## config.mk

```make
export PLATFORM = sky130hd
export DESIGN_NAME = fp_round_pack
export DESIGN_NICKNAME = d
export VERILOG_FILES = /design/src/rtl/fp_round_pack.sv
export SDC_FILE = /design/constraint.sdc
export NUM_CORES = 1
export LEC_CHECK = 0
export CORE_ASPECT_RATIO = 0.9
export CORE_MARGIN = 10
export CORE_UTILIZATION = 46
export CTS_BUF_LIST = sky130_fd_sc_hd__clkbuf_8
export DETAILED_ROUTE_END_ITERATION = 12
export PLACE_DENSITY_LB_ADDON = 0.1
export SLEW_MARGIN = 10
export SYNTH_ARGS = -nofsm -noshare
export SYNTH_HDL_FRONTEND = slang
export SYNTH_SLANG_ARGS = --single-unit
```

## constraint.sdc

```tcl
create_clock -name clk -period 3.1 [get_ports clk]
set_input_delay 0.62 -clock clk [delete_from_list [all_inputs] [get_ports clk]]
set_output_delay 0.62 -clock clk [all_outputs]
set_load 0.05 [all_outputs]
```

## src/rtl/fp_round_pack.sv

```systemverilog
// Final FP multiplier stage: round-to-nearest-even of the normalized product,
// exception classification and IEEE-754 single-precision packing, two-stage valid/ready pipe.
module fp_round_pack (
    input  logic        clk,
    input  logic        reset,
    input  logic        in_valid,
    output logic        in_ready,
    input  logic [8:0]  exp_4,
    input  logic [47:0] norm1,
    input  logic        ov1,
    input  logic        sign2,
    output logic        out_valid,
    input  logic        out_ready,
    output logic [31:0] result,
    output logic [3:0]  flags,
    output logic [3:0]  sticky_flags,
    input  logic        clr_flags
);

    // Handshake: a beat transfers on any rising edge where valid and ready are both 1;
    // valid never waits on ready, and a stalled stage holds its data until it transfers.
    logic        valid_a, valid_b;
    logic        adv_a, adv_b, accept, handshake;

    assign adv_b     = !valid_b || out_ready;
    assign adv_a     = !valid_a || adv_b;
    assign in_ready  = adv_a;
    assign accept    = in_valid && in_ready;
    assign handshake = valid_b && out_ready;
    assign out_valid = valid_b;

    // Stage A input side: pick the 23 fraction bits below the leading one.
    logic [22:0] frac_in;
    logic        guard_in, sticky_in;
    logic        round_up_in, inexact_in;
    logic        zero_in, unf_in, ovf_pre_in;

    always_comb begin
        frac_in   = norm1[45:23];
        guard_in  = norm1[22];
        sticky_in = |norm1[21:0];
        if (ov1) begin
            frac_in   = norm1[46:24];
            guard_in  = norm1[23];
            sticky_in = |norm1[22:0];
        end
    end

    assign round_up_in = guard_in && (sticky_in || frac_in[0]);
    assign inexact_in  = guard_in || sticky_in;
    assign zero_in     = (norm1 == 48'd0);
    assign unf_in      = (exp_4 == 9'd0);
    assign ovf_pre_in  = (exp_4 >= 9'd255);

    logic        sign_a, round_up_a, inexact_a, zero_a, unf_a, ovf_pre_a;
    logic [8:0]  exp_a;
    logic [22:0] frac_a;

    always_ff @(posedge clk or negedge reset) begin
        if (!reset) begin
            valid_a    <= 1'b0;
            sign_a     <= 1'b0;
            exp_a      <= 9'd0;
            frac_a     <= 23'd0;
            round_up_a <= 1'b0;
            inexact_a  <= 1'b0;
            zero_a     <= 1'b0;
            unf_a      <= 1'b0;
            ovf_pre_a  <= 1'b0;
        end else if (adv_a) begin
            valid_a <= in_valid;
            if (in_valid) begin
                sign_a     <= sign2;
                exp_a      <= exp_4;
                frac_a     <= frac_in;
                round_up_a <= round_up_in;
                inexact_a  <= inexact_in;
                zero_a     <= zero_in;
                unf_a      <= unf_in;
                ovf_pre_a  <= ovf_pre_in;
            end
        end
    end

    // Stage B input side: apply the rounding increment; a carry out of the
    // 23-bit fraction leaves it zero and bumps the exponent.
    logic [23:0] sum_b;
    logic        carry_b;
    logic [8:0]  exp_rnd;
    logic [31:0] result_nxt;
    logic [3:0]  flags_nxt;

    assign sum_b   = {1'b0, frac_a} + {23'd0, round_up_a};
    assign carry_b = sum_b[23];
    assign exp_rnd = exp_a + {8'd0, carry_b};

    always_comb begin
        result_nxt = {sign_a, exp_rnd[7:0], sum_b[22:0]};
        flags_nxt  = {1'b0, 1'b0, inexact_a, 1'b0};
        if (zero_a) begin
            result_nxt = {sign_a, 31'd0};
            flags_nxt  = 4'b0001;
        end else if (unf_a) begin
            result_nxt = {sign_a, 31'd0};
            flags_nxt  = 4'b0110;
        end else if (ovf_pre_a || exp_rnd == 9'd255) begin
            result_nxt = {sign_a, 8'hFF, 23'd0};
            flags_nxt  = 4'b1010;
        end
    end

    always_ff @(posedge clk or negedge reset) begin
        if (!reset) begin
            valid_b <= 1'b0;
            result  <= 32'd0;
            flags   <= 4'd0;
        end else if (adv_b) begin
            valid_b <= valid_a;
            if (valid_a) begin
                result <= result_nxt;
                flags  <= flags_nxt;
            end
        end
    end

    // A clear coinciding with a handshake keeps that handshake's flags.
    always_ff @(posedge clk or negedge reset) begin
        if (!reset) begin
            sticky_flags <= 4'd0;
        end else if (handshake) begin
            sticky_flags <= clr_flags ? flags : (sticky_flags | flags);
        end else if (clr_flags) begin
            sticky_flags <= 4'd0;
        end
    end

endmodule

```

## Yosys cells after proc, flatten, opt, wreduce, memory -nomap -nowiden

Index checks and enable logic that the tools add are counted.

- Bitwise logic cells: 1
- Multiplexer cells: 12
- Magnitude comparators: 1
- Eq/ne operators: 1
- $add $sub $neg: 2
- Reduce and logical (&&, ||, !) cells: 16

Operator list:

| cell | count |
|---|---|
| $mux 31 | 3 |
| $logic_not 48->1 | 1 |
| $add 23x1->24 | 1 |
| $mux 4 | 6 |
| $mux 23 | 1 |
| $reduce_or 23->1 | 1 |
| $reduce_or 22->1 | 1 |
| $add 9x1->9 | 1 |
| $eq 9x8->1 const B | 1 |
| $ge 9x8->1 const B | 1 |
| $logic_not 9->1 | 1 |
| $logic_or 1x1->1 | 5 |
| $or 4x4->4 | 1 |
| $reduce_and 2->1 | 2 |
| $logic_and 1x1->1 | 2 |
| $logic_not 1->1 | 2 |
| $mux 1 | 2 |
| $reduce_bool 2->1 | 1 |

- Bits in registers: 80
- Word-level logic and storage cells: 46
- Input bits: 64
- Output and inout port bits: 42

## Depth between registers and ports, before layout

- Depth in word-level cells: 7
- Mapped depth: 14
- Mapped depth without buffers: 12

## Worst setup path after synthesis

Ideal clock, no wire load.

- Path kind: register to register
- From: reg round_up_a
- To: reg result[10]
- Clock period less this slack: 3.355 ns
- Slack: -0.255 ns
- Data required time: 3.032 ns
- Stages on the path, launching flop included: 15
- Data arrival time: 3.286 ns
- Library setup time: 0.068 ns
- Buffers on the path: 2
- Cell sequence: dfrtp_1 > ha_1 > nand3_1 > or4_4 > buf_6 > nor2_1 > and4_1 > ha_1 > ha_1 > a21oi_1 > o311a_1 > a221o_1 > a31oi_2 > buf_4 > a32o_1

- Cells in the longest elaborated chain, start to end: 7

RTL lines:

| element | line | RTL |
|---|---|---|
| start, declared | 55 | `logic sign_a, round_up_a, inexact_a, zero_a, unf_a, ovf_pre_a;` |
| start signal, assigned | 76 | `round_up_a <= round_up_in;` |
| $add 23x1->24 (*) | 93 | `assign sum_b = {1'b0, frac_a} + {23'd0, round_up_a};` |
| $add 9x1->9 | 95 | `assign exp_rnd = exp_a + {8'd0, carry_b};` |
| $eq 9x8->1 | 106 | `end else if (ovf_pre_a \|\| exp_rnd == 9'd255) begin` |
| $logic_or 1x1->1 | 106 |  |
| $mux 31 (*) | 106 |  |
| $mux 31 (*) | 103 | `end else if (unf_a) begin` |
| $mux 31 (*) | 100 | `if (zero_a) begin` |
| end signal, assigned | 120 | `result <= result_nxt;` |
| end, declared | 14 | `output logic [31:0] result,` |

Every way passes the cells marked *; elsewhere a longest branch is shown, timed or not.
A chain may end at the register's enable or synchronous reset.

## Worst setup path in the final report

- From: reg frac_a[0]
- To: reg result[14]

- Cells in the longest elaborated chain, start to end: 7

RTL lines:

| element | line | RTL |
|---|---|---|
| start, declared | 57 | `logic [22:0] frac_a;` |
| start signal, assigned | 75 | `frac_a <= frac_in;` |
| $add 23x1->24 (*) | 93 |  |
| $add 9x1->9 | 95 |  |
| $eq 9x8->1 | 106 |  |
| $logic_or 1x1->1 | 106 |  |
| $mux 31 (*) | 106 |  |
| $mux 31 (*) | 103 |  |
| $mux 31 (*) | 100 |  |

Marks and branches as above.

==> impl_metrics.toml <==
[status]
outcome = "completed"

[cts]
cts_tree = "done"
root_buffer = "clkbuf_8"
clock_path_buffers = 2
cts_buffers = 9
path_clk_slew_ns = 0.08
insertion_delay_ns = 0.36
cts.htree.levels = 3
cts_sinks = 80

[floorplanning]
ios = 106
num_rows = 32
core_area_mm2 = 0.00853
die_area_mm2 = 0.0129
initial_core_util_pct = 47.0
die_h_um = 109
die_w_um = 118

[timing]
final_hold_viol_count = 0
finalCritPeriodShare_pct = 99.9
finalClockSkew_ns = 0.0100
slew_headroom_pct = 34.0
max_freq_mhz = 323
period_minus_slack_ns = 3.10
slew_violations = 0
rsz0062_at_grt = "yes"
setup_viol = 0
worst_slew_pin_slew_ns = 0.990

[worst_setup_path]
critPathKind = "reg -> reg"
crit_path_start_kind = "register"
worstPathArrival_ns = 3.39
r2r-start = "frac_a[0]"
required_ns = 3.39
end_kind = "register"
crit_fanout = 12
ff2ff_path_depth = 14
timing.rr.end = "result[14]"
reg2reg_slack_ns = 0.002

[power]
p_total_mw = 3.17
ir_worst_vdd_uv = 283
power_density_mw_per_mm2 = 569
leakage_nw = 2.34

[synth]
synth_top_area_share_pct = 49.9
ys_warn_count = 0
yosysUniqueCellTypes = 43
synth-edff-count = 0
syn_area_mm2 = 0.00401
synth_ff_type = "dfrtp_1"
synth-async-reset-ratio_pct = 100
syn_avg_cell_area_um2 = 10.2
synth.area.top_cells = "dfrtp_1 50%, a32o_1 5.7%, mux2i_1 5.7%"
ys_seq_elements = 80
yosysTopAreaCell = "dfrtp_1"
synthesis.nets = 460
syn-instance-count = 392
seq_area_frac_synth_pct = 49.9

[run]
maxCapViolCount = 0

[route]
wl_met2_mm = 4.97
wl_met3_um = 945
vias_per_cell = 5.46
drt_iter0_drc = 270
top_layer_used = "met4"
first_pass_iters = 4
vias = 3454
drc_errors = 0
wl_mm = 10.9
wl_met1_mm = 4.84
wire_per_inst_um = 17.2
ant_nets = 0

[layout]
syn2layout_area_growth_pct = 38.8
fin_cells = 633
n_antenna_cell = 0
layout_commonest_cell = "clkdlybuf4s50_1"
nFillCells = 722
nets = 579
drive_above_1_share_pct = 13.2
multi_input_comb_area_mm2 = 0.00197
regArea_mm2 = 0.00200
final_cell_mix = "103 x clkdlybuf4s50_1, 80 x dfrtp_1, 59 x nand2_1, 37 x o21ai_0"

[place]
dpl.cell_count = 613
port-buffer-count = 105
place.gp.congestion = 0.895
hpwl_mm = 8.12

[global_routing]
antenna_found_initial = 0
track_usage_pct = 16.9
grt_pass1_vias = 3647
grt_max_degree = 81
grt.overflow.total = 0
grt_pass1_wl_mm = 17.8

[min_path]
hold_class = "in -> async"
## repair_timing
action | CTS | global route
gates resized for setup | 8 | 2
endpoints found under the setup margin | 24 | 24
setup buffers | 6 | 0
hold buffers | 0 | 0
cloned | 1 | 0
pin swaps | 3 | 1
## critical path, stage by stage, from the launching register on
cell and delay, ns:
dfrtp_1 0.38, ha_2 0.21, nand3_2 0.09, or4_4 0.45
nor2_4 0.10, and4_4 0.22, ha_4 0.17, ha_4 0.16
a21oi_4 0.04, o311a_1 0.29, a221o_1 0.32, a31oi_4 0.18
buf_6 0.13, buf_12 0.13, a32o_1 0.17
## stage by stage
step,utilization [%],setup WS (ns),hold WS (ns),setup TNS [ns],cell area (µm²)
2_1_floorplan,-,0.00596,0.324,0,4060
3_3_place_gp,62.3,0.0714,0.456,0,5310
3_5_place_dp,62.3,-0.102,0.462,-1.88,5310
4_1_cts,65.4,0.0134,0.480,0,5580
5_1_grt,65.3,-0.134,0.506,-2.32,5570
6_report,65.3,0.00229,0.406,0,5570
## sequential cells by signal (all words and copies together), names as in the netlist
register and count:
exp_a 9, flags 4, frac_a 23, inexact_a 1, out_valid 1, ovf_pre_a 1
result 32, round_up_a 1, sign_a 1, sticky_flags 4, unf_a 1, valid_a 1
zero_a 1
## worst max path at each step
stage | startpoint | slack (ns) | depth (start not counted) | end
6_report | frac_a[0] | 0.002 | 14 | result[14]
5_1_grt | frac_a[0] | -0.13 | 14 | result[2]
3_3_place_gp | round_up_a | 0.07 | 13 | result[1]
2_1_floorplan | round_up_a | 0.006 | 14 | result[10]
3_5_place_dp | round_up_a | -0.10 | 13 | result[14]
4_1_cts | round_up_a | 0.01 | 14 | result[14]
## power breakdown
group          switching, mW  total [mW]  internal, mW
clock network          0.358       0.715         0.357
registers              0.144        1.35          1.21
logic                  0.656        1.10         0.444
total                   1.16        3.17          2.01
## synth_stat cells, drive strengths merged (2+ instances only)
master	instances
clkbuf	16
a31oi	2
and4	3
nor4	16
xnor2	15
buf	5
ha	4
a32o	23
mux2i	23
a21oi	3
nor3	5
nand4	7
xor2	12
nand3	18
mux2	11
inv	8
nand2	60
or4	3
nand2b	5
o41ai	3
nor2	17
o21ai	38
dfrtp	80
nor3b	2
a22o	2
## cell families after synthesis
family | synth area share (%)
and+or+nand+nor | 17.5
DFF | 49.9
AOI/OAI and AO/OA | 13.6
muxes | 8.83
buffers and inverters | 3.09
xor gates and xnor gates | 5.90
adders and majority gates | 1.25
## routing by layer
| metal | vias up | GRT usage (%) |
|---|---|---|
| met4 | 0 | 5.49 |
| met1 | 1640 | 21.2 |
| li1 | 1681 | - |
| met5 | - | 0 |
| met2 | 118 | 27.5 |
| met3 | 15 | 5.26 |
## area by class of cell
type / instances / share of cell area (%)
repair buffers: 129 / 22.4
clock inverters: 5 / 0.921
inverters: 8 / 0.539
well taps: 119 / 2.67
flip-flops and latches: 80 / 35.9
multi-input cells: 283 / 35.3
clock buffers: 9 / 2.22
No activity file was read; power rests on OpenSTA's default activity.
